`src/rtl/cat_loader_pkg.sv`:
```
// Shared types and sizing helpers for the cat image loader.
package cat_loader_pkg;

    typedef enum logic [2:0] {
        IDLE,
        SETUP,
        ACCESS,
        CSETUP,
        CACCESS,
        DONE
    } apb_state_e;

    localparam int CTRL_START_BIT = 0;

    function automatic int pix_per_word(input int amba_word, input int pixel_width);
        return amba_word / pixel_width;
    endfunction

    function automatic int num_words(input int num_pixels, input int ppw);
        return (num_pixels + ppw - 1) / ppw;
    endfunction

endpackage

```
`src/rtl/cat_pixel_packer.sv`:
```
// Packs byte pixels LSB-first into one APB word; a frame's final pixel closes the word early.
module cat_pixel_packer
    import cat_loader_pkg::*;
#(
    parameter int Amba_Word   = 24,
    parameter int Pixel_Width = 8
) (
    input  logic                   clk,
    input  logic                   rst,
    input  logic                   accept,
    input  logic [Pixel_Width-1:0] pix_data,
    input  logic                   final_pix,
    input  logic                   take,
    output logic [Amba_Word-1:0]   word,
    output logic                   complete
);

    localparam int PPW    = pix_per_word(Amba_Word, Pixel_Width);
    localparam int SLOT_W = (PPW > 1) ? $clog2(PPW) : 1;
    localparam logic [SLOT_W-1:0] LAST_SLOT = SLOT_W'(PPW - 1);

    logic [SLOT_W-1:0]    slot_q, slot_d;
    logic [Amba_Word-1:0] pack_q, pack_d;
    logic                 complete_q, complete_d;

    always_comb begin
        slot_d     = slot_q;
        pack_d     = pack_q;
        complete_d = complete_q;
        // Clearing on take leaves unused upper slots of a short final word at zero.
        if (take) begin
            pack_d     = '0;
            complete_d = 1'b0;
        end
        if (accept) begin
            pack_d[int'(slot_q) * Pixel_Width +: Pixel_Width] = pix_data;
            if (final_pix || slot_q == LAST_SLOT) begin
                complete_d = 1'b1;
                slot_d     = '0;
            end else begin
                slot_d = slot_q + 1'b1;
            end
        end
    end

    always_ff @(posedge clk) begin
        if (rst) begin
            slot_q     <= '0;
            pack_q     <= '0;
            complete_q <= 1'b0;
        end else begin
            slot_q     <= slot_d;
            pack_q     <= pack_d;
            complete_q <= complete_d;
        end
    end

    assign word     = pack_q;
    assign complete = complete_q;

endmodule

```
`src/rtl/cat_image_loader.sv`:
```
// APB write master: streams a packed pixel frame into consecutive image words,
// then writes the start bit to the control register and pulses done.
module cat_image_loader
    import cat_loader_pkg::*;
#(
    parameter int Amba_Word       = 24,
    parameter int Amba_Addr_Depth = 13,
    parameter int Pixel_Width     = 8,
    parameter int Num_Pixels      = 12288,
    parameter int Ctrl_Addr       = 0,
    parameter int Img_Base        = 1
) (
    input  logic                       clk,
    input  logic                       rst,
    input  logic                       pix_valid,
    input  logic [Pixel_Width-1:0]     pix_data,
    input  logic                       pix_last,
    output logic                       pix_ready,
    output logic [Amba_Addr_Depth-1:0] PADDR,
    output logic                       PSEL,
    output logic                       PENABLE,
    output logic                       PWRITE,
    output logic [Amba_Word-1:0]       PWDATA,
    output logic                       busy,
    output logic                       done,
    output logic                       frame_err
);

    localparam int PPW    = pix_per_word(Amba_Word, Pixel_Width);
    localparam int NWORDS = num_words(Num_Pixels, PPW);
    localparam int CNT_W  = (Num_Pixels > 1) ? $clog2(Num_Pixels) : 1;

    localparam logic [CNT_W-1:0]           LAST_PIX  = CNT_W'(Num_Pixels - 1);
    localparam logic [Amba_Addr_Depth-1:0] BASE_ADDR = Amba_Addr_Depth'(Img_Base);
    localparam logic [Amba_Addr_Depth-1:0] LAST_ADDR = Amba_Addr_Depth'(Img_Base + NWORDS - 1);
    localparam logic [Amba_Addr_Depth-1:0] CTRL_ADDR = Amba_Addr_Depth'(Ctrl_Addr);
    localparam logic [Amba_Word-1:0]       CTRL_WORD = Amba_Word'(1 << CTRL_START_BIT);

    if (Img_Base + NWORDS > (1 << Amba_Addr_Depth)) begin : g_addr_range_chk
        $error("cat_image_loader: image words do not fit in the APB address space");
    end
    if (PPW < 1 || (Amba_Word % Pixel_Width) != 0) begin : g_pack_chk
        $error("cat_image_loader: Amba_Word must be a whole multiple of Pixel_Width");
    end

    apb_state_e                 state_q, state_d;
    logic [Amba_Addr_Depth-1:0] paddr_q, paddr_d;
    logic [Amba_Addr_Depth-1:0] next_addr_q, next_addr_d;
    logic [Amba_Word-1:0]       pwdata_q, pwdata_d;
    logic                       psel_q, psel_d;
    logic                       penable_q, penable_d;
    logic                       pwrite_q, pwrite_d;
    logic                       pend_q, pend_d;
    logic [CNT_W-1:0]           count_q, count_d;
    logic                       lock_q, lock_d;
    logic                       busy_q, busy_d;
    logic                       done_q, done_d;
    logic                       err_q, err_d;

    logic                 accept;
    logic                 is_final;
    logic                 mismatch;
    logic                 can_take;
    logic                 take;
    logic [Amba_Word-1:0] pk_word;
    logic                 pk_complete;

    // pwdata_q doubles as the holding register; pend_q marks a word not yet started.
    assign can_take  = (state_q == IDLE && !pend_q) ||
                       (state_q == ACCESS && paddr_q != LAST_ADDR);
    assign take      = pk_complete && can_take;
    assign pix_ready = !rst && !lock_q && (!pk_complete || take);
    assign accept    = pix_valid && pix_ready;
    assign is_final  = (count_q == LAST_PIX);
    assign mismatch  = (pix_last != is_final);

    cat_pixel_packer #(
        .Amba_Word  (Amba_Word),
        .Pixel_Width(Pixel_Width)
    ) u_packer (
        .clk      (clk),
        .rst      (rst),
        .accept   (accept),
        .pix_data (pix_data),
        .final_pix(is_final),
        .take     (take),
        .word     (pk_word),
        .complete (pk_complete)
    );

    always_comb begin
        state_d     = state_q;
        paddr_d     = paddr_q;
        next_addr_d = next_addr_q;
        pwdata_d    = pwdata_q;
        psel_d      = psel_q;
        penable_d   = penable_q;
        pwrite_d    = pwrite_q;
        pend_d      = pend_q;
        count_d     = count_q;
        lock_d      = lock_q;
        busy_d      = busy_q;
        done_d      = 1'b0;
        err_d       = err_q;

        case (state_q)
            IDLE: begin
                if (pend_q) begin
                    state_d  = SETUP;
                    psel_d   = 1'b1;
                    pwrite_d = 1'b1;
                    pend_d   = 1'b0;
                end
            end
            SETUP: begin
                state_d   = ACCESS;
                penable_d = 1'b1;
            end
            ACCESS: begin
                penable_d = 1'b0;
                if (paddr_q == LAST_ADDR) begin
                    state_d  = CSETUP;
                    paddr_d  = CTRL_ADDR;
                    pwdata_d = CTRL_WORD;
                end else if (take) begin
                    state_d = SETUP;
                end else begin
                    state_d  = IDLE;
                    psel_d   = 1'b0;
                    pwrite_d = 1'b0;
                end
            end
            CSETUP: begin
                state_d   = CACCESS;
                penable_d = 1'b1;
            end
            CACCESS: begin
                state_d   = DONE;
                psel_d    = 1'b0;
                penable_d = 1'b0;
                pwrite_d  = 1'b0;
                done_d    = 1'b1;
                busy_d    = 1'b0;
            end
            DONE: begin
                state_d     = IDLE;
                next_addr_d = BASE_ADDR;
                lock_d      = 1'b0;
            end
            default: state_d = IDLE;
        endcase

        if (take) begin
            pwdata_d    = pk_word;
            paddr_d     = next_addr_q;
            next_addr_d = next_addr_q + 1'b1;
            if (state_q == IDLE) begin
                pend_d = 1'b1;
            end
        end

        // The frame ends on the pixel count; pix_last only feeds the error flag.
        if (accept) begin
            busy_d = 1'b1;
            if (is_final) begin
                count_d = '0;
                lock_d  = 1'b1;
            end else begin
                count_d = count_q + 1'b1;
            end
            if (count_q == '0) begin
                err_d = mismatch;
            end else if (mismatch) begin
                err_d = 1'b1;
            end
        end
    end

    always_ff @(posedge clk) begin
        if (rst) begin
            state_q     <= IDLE;
            paddr_q     <= '0;
            next_addr_q <= BASE_ADDR;
            pwdata_q    <= '0;
            psel_q      <= 1'b0;
            penable_q   <= 1'b0;
            pwrite_q    <= 1'b0;
            pend_q      <= 1'b0;
            count_q     <= '0;
            lock_q      <= 1'b0;
            busy_q      <= 1'b0;
            done_q      <= 1'b0;
            err_q       <= 1'b0;
        end else begin
            state_q     <= state_d;
            paddr_q     <= paddr_d;
            next_addr_q <= next_addr_d;
            pwdata_q    <= pwdata_d;
            psel_q      <= psel_d;
            penable_q   <= penable_d;
            pwrite_q    <= pwrite_d;
            pend_q      <= pend_d;
            count_q     <= count_d;
            lock_q      <= lock_d;
            busy_q      <= busy_d;
            done_q      <= done_d;
            err_q       <= err_d;
        end
    end

    assign PADDR     = paddr_q;
    assign PSEL      = psel_q;
    assign PENABLE   = penable_q;
    assign PWRITE    = pwrite_q;
    assign PWDATA    = pwdata_q;
    assign busy      = busy_q;
    assign done      = done_q;
    assign frame_err = err_q;

endmodule

```
`config.mk`:
```
export PLATFORM = sky130hd
export DESIGN_NAME = cat_image_loader
export DESIGN_NICKNAME = d
export VERILOG_FILES = /design/src/rtl/cat_loader_pkg.sv /design/src/rtl/cat_pixel_packer.sv /design/src/rtl/cat_image_loader.sv
export SDC_FILE = /design/constraint.sdc
export NUM_CORES = 1
export LEC_CHECK = 0
export CAP_MARGIN = 10
export CORE_ASPECT_RATIO = 1.4
export CORE_MARGIN = 4
export CORE_UTILIZATION = 50
export CTS_BUF_LIST = sky130_fd_sc_hd__clkbuf_16
export CTS_CLUSTER_DIAMETER = 30
export CTS_CLUSTER_SIZE = 40
export DETAILED_ROUTE_END_ITERATION = 10
export GPL_TIMING_DRIVEN = 0
export HOLD_SLACK_MARGIN = 0.05
export PLACE_DENSITY = 0.73
export SYNTH_ARGS = -nofsm -noshare
export SYNTH_HDL_FRONTEND = slang
export SYNTH_SLANG_ARGS = --single-unit
```
`constraint.sdc`:
```
create_clock -name clk -period 2.5 [get_ports clk]
set_clock_uncertainty 0.1 [all_clocks]
set_input_delay 0.5 -clock clk [delete_from_list [all_inputs] [get_ports clk]]
set_output_delay 0.5 -clock clk [all_outputs]
set_load 0.05 [all_outputs]
```
==> impl_results.md <==
* Status: complete, but fails checks
* Failing checks: negative setup slack
* Die ar. at 10430 sq um
* Worst r2r dst: u_packer.word[10]
* Clock Tree Root: clkbuf_16
* Global route overflow at 0
* Critical Path RT at 1.90 ns
* Leading area contributor after synthesis: dfxtp_1
* Die width at 87.47 microns
* Pint at 0.002341 W
* H-tree Lvls at 3
* Total Nets Final at 589
* Combinational power share at 5.9%
* Pre-antenna DRT Iters at 5
* Fin cells at 679
* Cells after synthesis at 497
* Most frequent cell after synthesis: dfxtp_1
* DP Worst Slack at -0.6188 ns
* Synthesized flop and latch total at 101
* Area taken by flip-flops and latches at 2077 sq um
* Area of the multi-input gates at 2221 sq um
* DIE HEIGHT at 119.3 microns
* Starting DRT DRC Count at 212
* RSZ-0062 raised after global routing: true
* Fraction of registers with async set/reset at 0%
* Final critical-path required period at 2.527 ns
* Pwr/cell area at 551.9 nW/um^2
* Switching Fraction at 23.42%
* Area after DPL at 5172 sq um
* Cell Area, Synth at 4420 sq um
* Psw at 0.0007159 W
* Number of synthesized flops with an enable pin at 0
* Via count of the first global-routing pass at 3953
* Commonest cells in the netlist: 101 x dfxtp_1, 63 x a21oi_1, 50 x nand3_1, 28 x o211ai_1, 24 x a22o_1
* Power, Total at 0.003057 W
* Worst-Margin Slew at 0.7423 ns
* Fraction of layout cells with a size suffix above 1 at 12.89%
* Initial core utilization at 51.35%
* Final Instance Area at 5539 sq um
* Fmax at 395.7 MHz
* Synth-to-Final Area Change at 25.30%
* CTS tree: built
* R2r setup slk at 0.10 ns
* Crit path DAT at 1.93 ns
* Filler cell count at 726
* Total number of vias at 4083
* Worst hold start: u_packer.word[14]
* Antenna Nets Post-Route at 0
* Top post-synthesis cells by area: dfxtp_1 46%, a21oi_1 7.1%, nand3_1 5.7%, o211ai_1 4.8%, a22o_1 4.8%
* Slew Limit Fails at 0
* Predominant post-synthesis flop cell: dfxtp_1
* Row cnt at 40
* Synthesis warning total at 0
* Dpl cells at 656
* Kind of critical path: flop to output pin
* CTS sink cnt at 101
* Post-synthesis sequential area ratio at 45.74%
* N_diodes at 0
* Drt drc at 0
* WL/cell at 16.89 microns
* Worst skew pair latency at 0.34 ns
* Setup violations, final at 1
* Cts hold-fix bufs at 0
* Startpoint Class: flop
* All-Layer GR Usage at 22.85%
* Hold path endpoint: u_packer.word[14]
* Vias/cell at 6.013
* Drt total wl at 11470 microns
* Worst slew margin at 50.10%
* Clock slew at the register clock pins of the worst setup and hold paths at 0.06 ns
* Core area at 8608 sq um
* Syn avg cell area at 8.894 sq um
* Initial antenna violation count at 0
* Hold_ws at 0.3759 ns
* CTS Buf Count at 9
* Final hold violations at 0
* Worst VDD drop at 458.8 uV
* Hold path depth at 1
* Synth top area share at 45.74%
* Setup crit end kind: output pin
* Worst-case reg-to-reg path depth at 7
* Sequential share of power at 53.0%
* CTS Buffer Depth at 2
* Worst Slack Setup Final at -0.02742 ns
* GPL Wtd Cong at 0.8654
* Top Ports at 56
* Buffers added on ports at 54
* Hold/Removal Path Class: flop to flop
* Final period util at 101.1%
* Leakage at 1.914 nW
* Crit Path Max Fanout at 6
* Post-DP HPWL at 8335 microns
* Netlist cell types at 48
* Mapped Nets at 517
* Clk network pwr share at 41.2%
* Max cap viols at 0
* First-pass GRT wire length at 19260 microns
* Reg2reg start: PADDR[2]
* Largest net degree at the start of global routing at 19
worst max-delay path by stage:
stage	end	from	cells past startpoint	slack [ns]
finish	pix_ready	state_q[1]	5	-0.03
global route	pix_ready	state_q[1]	5	-0.08
CTS	pix_ready	PADDR[12]	7	-0.03
detailed placement	pix_ready	PADDR[2]	8	-0.62
global placement	pix_ready	PADDR[2]	8	-0.63
floorplan	pix_ready	PADDR[8]	7	-0.03
power by group through the flow:
stage          Combinational (W)  Sequential [W]  Clock, W
6_report                0.000179         0.00162   0.00126
3_5_place_dp            0.000175         0.00166         0
5_1_grt                 0.000195         0.00162   0.00133
3_3_place_gp            0.000172         0.00166         0
4_1_cts                 0.000177         0.00162   0.00128
2_1_floorplan           0.000105         0.00166         0
state kept, by name, summed over array words and instances, names as in the netlist, named ones only:
name and cells:
lock_q 1, PWDATA 24, count_q 14, u_packer.complete 1, PWRITE 1, u_packer.slot_q 2, frame_err 1, PENABLE 1
u_packer.word 24, next_addr_q 13, state_q 3, PADDR 13, busy 1, done 1
cell families (layout without fill, tap and decap cells):
kind of cell               after synthesis  in the layout  synth area share, %
AOI/OAI and AO/OA                      166            166                25.19
xor gates and xnor gates                 4              4               0.7927
adders and majority gates                8              8                2.264
buffers and inverters                   52            129                5.123
DFF                                    101            101                45.74
muxes                                    3              3               0.6793
and+or+nand+nor                        163            163                20.21
area by class of cell:
type                       instances  area share (%)
sequential                       101           37.50
clock buffer                       9           4.066
inverter                          12          0.8132
buffer                            38           3.343
tap                              105           2.372
multi-input combinational        344           40.09
clock inverter                     7          0.8132
timing repair buffer              63           11.00
per-stage QoR:
stage	setup TNS, ns	util (%)
floorplan	-0.03055	-
global route	-0.5233	64.35
detailed placement	-6.337	60.09
finish	-0.02742	64.35
global placement	-5.834	60.09
CTS	-0.02860	63.76
cells in the final DEF (no fill, tap or decap), types with 16 or more instances in the layout:
cell and instances:
dfxtp_1 85, a21oi_1 63, clkdlybuf4s50_1 53, nand3_1 50, o211ai_1 28, a22o_1 24
nand2_1 21, o21ai_1 18, nor2_1 16
repair_timing:
action                     CTS  global route
pin swaps                    3             3
setup buffers                5             4
setup endpoints to repair   11            36
resized for setup           13             9
metal layers:
layer,part of all wire (%),track usage [%],vias to the layer above
li1,-,-,2011
met1,43,28.90,1968
met2,52,38.96,92
met3,4.3,2.976,12
met4,1.5,8.349,0
met5,0,0,-
critical path: stages, from the launching register on:
cell and delay, ns:
dfxtp_4 0.36, or4_4 0.51, o31a_1 0.15, buf_6 0.14, a211oi_4 0.24, buf_6 0.19
Note: power is estimated with default switching activity, not from simulation.
